[src/rtl/mem_port_arbiter.sv]
// Arbiter sharing one fixed-latency single-port memory between the fetch (read-only)
// and data (read/write) ports; one access in flight, data port favoured with fetch anti-starvation.
module mem_port_arbiter #(
    parameter int ADDR_W       = 32,
    parameter int DATA_W       = 32,
    parameter int MEM_LATENCY  = 2,
    parameter int STARVE_LIMIT = 3,
    localparam int LAT_W       = $clog2(MEM_LATENCY + 1),
    localparam int STV_W       = $clog2(STARVE_LIMIT + 1)
) (
    input  logic              clock,
    input  logic              reset,
    input  logic              if_req,
    input  logic [ADDR_W-1:0] if_addr,
    output logic [DATA_W-1:0] if_rdata,
    output logic              if_ready,
    input  logic              dm_req,
    input  logic              dm_we,
    input  logic [ADDR_W-1:0] dm_addr,
    input  logic [DATA_W-1:0] dm_wdata,
    output logic [DATA_W-1:0] dm_rdata,
    output logic              dm_ready,
    output logic              stall_f,
    output logic              stall_m,
    output logic              mem_en,
    output logic              mem_we,
    output logic [ADDR_W-1:0] mem_addr,
    output logic [DATA_W-1:0] mem_wdata,
    input  logic [DATA_W-1:0] mem_rdata,
    output logic [1:0]        dbg_state,
    output logic [STV_W-1:0]  dbg_starve_cnt
);

    // Handshake: a requester raises req with its operands and holds them
    // until the one-cycle ready pulse; ready means rdata is valid that cycle.
    typedef enum logic [1:0] {
        S_IDLE = 2'd0,
        S_WAIT = 2'd1,
        S_RESP = 2'd2
    } state_t;

    typedef enum logic {
        OWN_IF = 1'b0,
        OWN_DM = 1'b1
    } owner_t;

    state_t              state_q, state_d;
    owner_t              owner_q, owner_d;
    logic                we_q, we_d;
    logic [LAT_W-1:0]    lat_q, lat_d;
    logic [STV_W-1:0]    starve_q, starve_d;
    logic                mem_en_q, mem_en_d;
    logic                mem_we_q, mem_we_d;
    logic [ADDR_W-1:0]   mem_addr_q, mem_addr_d;
    logic [DATA_W-1:0]   mem_wdata_q, mem_wdata_d;
    logic                if_ready_q, if_ready_d;
    logic                dm_ready_q, dm_ready_d;
    logic [DATA_W-1:0]   if_rdata_q, if_rdata_d;
    logic [DATA_W-1:0]   dm_rdata_q, dm_rdata_d;
    logic                grant_dm;

    always_comb begin
        state_d     = state_q;
        owner_d     = owner_q;
        we_d        = we_q;
        lat_d       = lat_q;
        starve_d    = starve_q;
        mem_en_d    = 1'b0;
        mem_we_d    = 1'b0;
        mem_addr_d  = mem_addr_q;
        mem_wdata_d = mem_wdata_q;
        if_ready_d  = 1'b0;
        dm_ready_d  = 1'b0;
        if_rdata_d  = if_rdata_q;
        dm_rdata_d  = dm_rdata_q;
        grant_dm    = 1'b0;

        case (state_q)
            S_IDLE: begin
                if (if_req || dm_req) begin
                    // Fetch is forced through once it has lost STARVE_LIMIT times in a row.
                    grant_dm    = dm_req && (!if_req || (starve_q < STV_W'(STARVE_LIMIT)));
                    owner_d     = grant_dm ? OWN_DM : OWN_IF;
                    we_d        = grant_dm && dm_we;
                    mem_en_d    = 1'b1;
                    mem_we_d    = grant_dm && dm_we;
                    mem_addr_d  = grant_dm ? dm_addr : if_addr;
                    mem_wdata_d = grant_dm ? dm_wdata : '0;
                    lat_d       = LAT_W'(MEM_LATENCY);
                    if (grant_dm && if_req) begin
                        starve_d = (starve_q == STV_W'(STARVE_LIMIT)) ? starve_q
                                                                      : starve_q + STV_W'(1);
                    end else if (!grant_dm) begin
                        starve_d = '0;
                    end
                    state_d = S_WAIT;
                end
            end
            S_WAIT: begin
                if (lat_q == '0) begin
                    if (owner_q == OWN_DM) begin
                        dm_rdata_d = we_q ? '0 : mem_rdata;
                        dm_ready_d = 1'b1;
                    end else begin
                        if_rdata_d = mem_rdata;
                        if_ready_d = 1'b1;
                    end
                    state_d = S_RESP;
                end else begin
                    lat_d = lat_q - LAT_W'(1);
                end
            end
            S_RESP: begin
                state_d = S_IDLE;
            end
            default: begin
                state_d = S_IDLE;
            end
        endcase
    end

    always_ff @(posedge clock or posedge reset) begin
        if (reset) begin
            state_q     <= S_IDLE;
            owner_q     <= OWN_IF;
            we_q        <= 1'b0;
            lat_q       <= '0;
            starve_q    <= '0;
            mem_en_q    <= 1'b0;
            mem_we_q    <= 1'b0;
            mem_addr_q  <= '0;
            mem_wdata_q <= '0;
            if_ready_q  <= 1'b0;
            dm_ready_q  <= 1'b0;
            if_rdata_q  <= '0;
            dm_rdata_q  <= '0;
        end else begin
            state_q     <= state_d;
            owner_q     <= owner_d;
            we_q        <= we_d;
            lat_q       <= lat_d;
            starve_q    <= starve_d;
            mem_en_q    <= mem_en_d;
            mem_we_q    <= mem_we_d;
            mem_addr_q  <= mem_addr_d;
            mem_wdata_q <= mem_wdata_d;
            if_ready_q  <= if_ready_d;
            dm_ready_q  <= dm_ready_d;
            if_rdata_q  <= if_rdata_d;
            dm_rdata_q  <= dm_rdata_d;
        end
    end

    assign if_ready       = if_ready_q;
    assign dm_ready       = dm_ready_q;
    assign if_rdata       = if_rdata_q;
    assign dm_rdata       = dm_rdata_q;
    assign mem_en         = mem_en_q;
    assign mem_we         = mem_we_q;
    assign mem_addr       = mem_addr_q;
    assign mem_wdata      = mem_wdata_q;
    assign stall_f        = if_req & ~if_ready_q;
    assign stall_m        = dm_req & ~dm_ready_q;
    assign dbg_state      = state_q;
    assign dbg_starve_cnt = starve_q;

endmodule
[config.mk]
export PLATFORM = sky130hd
export DESIGN_NAME = mem_port_arbiter
export DESIGN_NICKNAME = d
export VERILOG_FILES = /design/src/rtl/mem_port_arbiter.sv
export SDC_FILE = /design/constraint.sdc
export NUM_CORES = 1
export LEC_CHECK = 0
export CELL_PAD_IN_SITES_DETAIL_PLACEMENT = 2
export CELL_PAD_IN_SITES_GLOBAL_PLACEMENT = 2
export CORE_UTILIZATION = 25
export CTS_BUF_LIST = sky130_fd_sc_hd__clkbuf_8
export CTS_CLUSTER_DIAMETER = 30
export DETAILED_ROUTE_END_ITERATION = 8
export PLACE_DENSITY = 0.87
export SYNTH_ARGS = -nofsm -noshare
export SYNTH_HDL_FRONTEND = slang
export SYNTH_SLANG_ARGS = --single-unit
[constraint.sdc]
create_clock -name clock -period 5.6 [get_ports clock]
set_input_delay 1.12 -clock clock [delete_from_list [all_inputs] [get_ports clock]]
set_output_delay 1.12 -clock clock [all_outputs]
set_load 0.02 [all_outputs]
==> impl_metrics.yaml <==
run_status:
  outcome: "complete, no violations"
yosys:
  syn_area_per_cell_um2: 11.6
  mappedNetlistArea_mm2: 0.00582
  synth_top_cell_area_share: 0.602
  synth_area_leader_cell: "sky130_fd_sc_hd__dfrtp_1"
  number_of_enable_flip_flop_cells_after_synthesis: 0
  post_synth_most_frequent_cells: "sky130_fd_sc_hd__dfrtp_1 (140), sky130_fd_sc_hd__nand2_1 (98)"
  dominant_cells_by_area_after_synthesis: "sky130_fd_sc_hd__dfrtp_1 (60%), sky130_fd_sc_hd__mux2_4 (7.5%), sky130_fd_sc_hd__nand2_1 (6.3%)"
  async_reset_ff_frac: 1.00
  synth_sequential_area_ratio: 0.602
  postSynthRegisterBits: 140
  mappedNetlistNets: 635
  synth_most_common_cell: "sky130_fd_sc_hd__dfrtp_1"
  yosys.cell_types.count: 36
  postSynthCellCount: 500
  ys_warn_count: 0
  synth_flop_cell: "sky130_fd_sc_hd__dfrtp_1"
detailed_routing:
  drtAntennaViolNets: 0
  route.layer.met1.wl_um: 8470
  dr.pass1.iters: 4
  dr.first_iter.drc_count: 162
  num_vias: 4924
  post_drt_via_cell_ratio: 4.65
  routed_wirelength_um: 20500
  remaining_drc_errors: 0
  highest_layer: "met4"
  met2_length_um: 10000
  detailroute.wirelength.met3_um: 1650
  route.detailed.wl_per_inst_um: 19.3
timing:
  worst_case_clock_skew_ns: 0.0170
  timing.hold.ws_ns: 0.477
  final.min_clock_period_ns: 3.79
  report.final.slew_viol_count: 0
  timing.slew.headroom: 0.330
  finalCritPeriodShare: 0.677
  rsz0062_at_grt: "false"
  timing.fmax_mhz: 264
  finalSetupViolations: 0
  hold_violations: 0
  setup_total_negative_slack_ns: 0
  tightestPinTransition_ns: 1.00
  fin_ws_ns: 1.81
die:
  io-pin-count: 271
  die_y_um: 155
  initial_utilization: 0.256
  row_count: 55
  dieArea_mm2: 0.0239
  die-width_um: 155
  placeableCoreArea_mm2: 0.0227
final_layout:
  layout-area-overhead-vs-synth_pct: 57.1
  final.fill_count: 2381
  final_layout_size_suffix_gt1_frac: 0.103
  finalNetCount: 896
  fin_area_mm2: 0.00915
grt:
  globalRoute.totalOverflow: 0
  number_of_global_route_vias_before_repair: 5642
  global_route.usage.total: 0.178
  grt_antenna_before_repair: 1
  grt_first_pass_wirelength_um: 32500
  grt_start_max_net_pins: 95
clocking:
  post-cts-setup-buffer-count: 0
  clock_insertion_delay_worst_skew_ns: 0.44
  cts_inserted_buffers: 17
  cts.sinks: 140
  cts-htree-levels: 4
  post_cts_hold_buffer_count: 0
  cts.clk_slew.worst_paths_ns: 0.07
  tritoncts_clock_tree: "built"
  cts-root-buf: "sky130_fd_sc_hd__clkbuf_8"
  cts_buffer_depth: 2
  cts_resized: 0
critical_path:
  worst_path_max_delay_cell: "sky130_fd_sc_hd__clkdlybuf4s50_1"
  critical_path_depth: 3
  path_max_fanout: 8
  timing.critical_path.arrival_ns: 2.67
  path_buf_inv: 2
  critical_path.most_common_cell: "sky130_fd_sc_hd__clkdlybuf4s50_1"
  cp.required_ns: 4.48
  cp_capture_type: "output pin"
  cp-start-kind: "primary input"
  timing.critical_path.cells: "clkdlybuf4s50_1 -> nor2b_1 -> clkdlybuf4s50_1"
  worstSetupPathType: "primary input to output pin"
  critPathMaxStageDelay_ns: 0.71
  r2r.worst_path.cells: 5
  critPathTopFamily: "buffers and inverters"
flow_run:
  max-cap-violations: 0
placed_design:
  post_dp_area_mm2: 0.00872
  detailedPlace.worstSlack_ns: 1.81
  hpwl_after_dpl_um: 14600
  buffer_ports.inserted: 270
  finalWeightedCongestion: 0.717
worst_hold_path:
  worstHoldPathType: "register to register"
  min_path_cells: 1
pwr:
  power.static_leakage_nw: 3.95
  vdd.ir_drop.worst_uv: 156
  power_density_mw_per_mm2: 598
==> worst reg2reg max path: stages (launching register included) <==
cell and delay [ns]:
sky130_fd_sc_hd__dfrtp_1 0.46, sky130_fd_sc_hd__nor2_2 0.13, sky130_fd_sc_hd__buf_4 0.40, sky130_fd_sc_hd__nand2_4 0.36, sky130_fd_sc_hd__inv_2 0.57, sky130_fd_sc_hd__a31oi_1 0.21
==> state kept, by name, summed over array words and instances (netlist names) <==
register / flops
lat_q: 2
mem_wdata: 32
we_q: 1
mem_en: 1
dbg_starve_cnt: 2
dm_rdata: 32
mem_we: 1
mem_addr: 32
owner_q: 1
dbg_state: 2
if_ready: 1
dm_ready: 1
if_rdata: 32
==> placed cells by master (no fill, tap or decap), types with 4 or more instances in the layout <==
| master | n |
|---|---|
| sky130_fd_sc_hd__a21oi_1 | 32 |
| sky130_fd_sc_hd__a22o_1 | 32 |
| sky130_fd_sc_hd__a31oi_1 | 32 |
| sky130_fd_sc_hd__buf_4 | 9 |
| sky130_fd_sc_hd__bufinv_16 | 4 |
| sky130_fd_sc_hd__clkbuf_8 | 17 |
| sky130_fd_sc_hd__clkdlybuf4s50_1 | 270 |
| sky130_fd_sc_hd__dfrtp_1 | 140 |
| sky130_fd_sc_hd__inv_1 | 8 |
| sky130_fd_sc_hd__inv_6 | 4 |
| sky130_fd_sc_hd__mux2_4 | 29 |
| sky130_fd_sc_hd__nand2_1 | 98 |
| sky130_fd_sc_hd__nand2b_1 | 32 |
| sky130_fd_sc_hd__o21ai_0 | 31 |
| sky130_fd_sc_hd__o21ai_1 | 4 |
==> path summary, 6_finish.rpt <==
path                                   start           end  slack, ns
worst min register to register      lat_q[0]      lat_q[0]       0.48
worst max-delay path                  if_req       stall_f       1.81
max in group asynchronous              reset  mem_wdata[6]       3.42
worst min-delay path                lat_q[0]      lat_q[0]       0.48
worst max register to register  dbg_state[0]  mem_addr[23]       3.31
min in group asynchronous              reset  if_rdata[13]       1.26
==> routing by layer <==
metal  GRT usage  vias to the layer above
met5           0                        -
met4      0.0490                        0
met3      0.0670                       22
met2       0.304                      202
met1       0.208                     2451
li1            -                     2249
==> layout make-up <==
class | count | area, µm² | area share
diodes | 1 | 2.50 | 0.000273
clock inverters | 15 | 196 | 0.0215
flip-flops and latches | 140 | 3500 | 0.383
repair buffers | 279 | 2770 | 0.303
clock buffers | 17 | 234 | 0.0256
well taps | 285 | 357 | 0.0390
inverters | 7 | 31.3 | 0.00342
multi-input cells | 316 | 2060 | 0.225
==> power breakdown <==
group / internal, mW / switching [mW]
sequential: 1.50 / 0.316
clock: 0.487 / 0.417
combinational: 1.36 / 1.39
total: 3.34 / 2.12
==> cells by family after synthesis <==
kind of cell	after synthesis	share of synthesized area
and+or+nand+nor	145	0.119
DFF	140	0.602
AOI/OAI and AO/OA	136	0.148
buffers and inverters	44	0.0453
muxes	33	0.0823
adders and majority gates	2	0.00430
==> metrics by stage <==
stage	utilization	instances	total power, mW
after floorplan	-	500	3.25
after global placement	0.384	1027	4.51
after detailed placement	0.384	1027	4.62
after CTS	0.403	1059	5.57
after global routing	0.403	1059	5.81
final	0.403	1060	5.47
No activity file was read; power rests on OpenSTA's default activity.
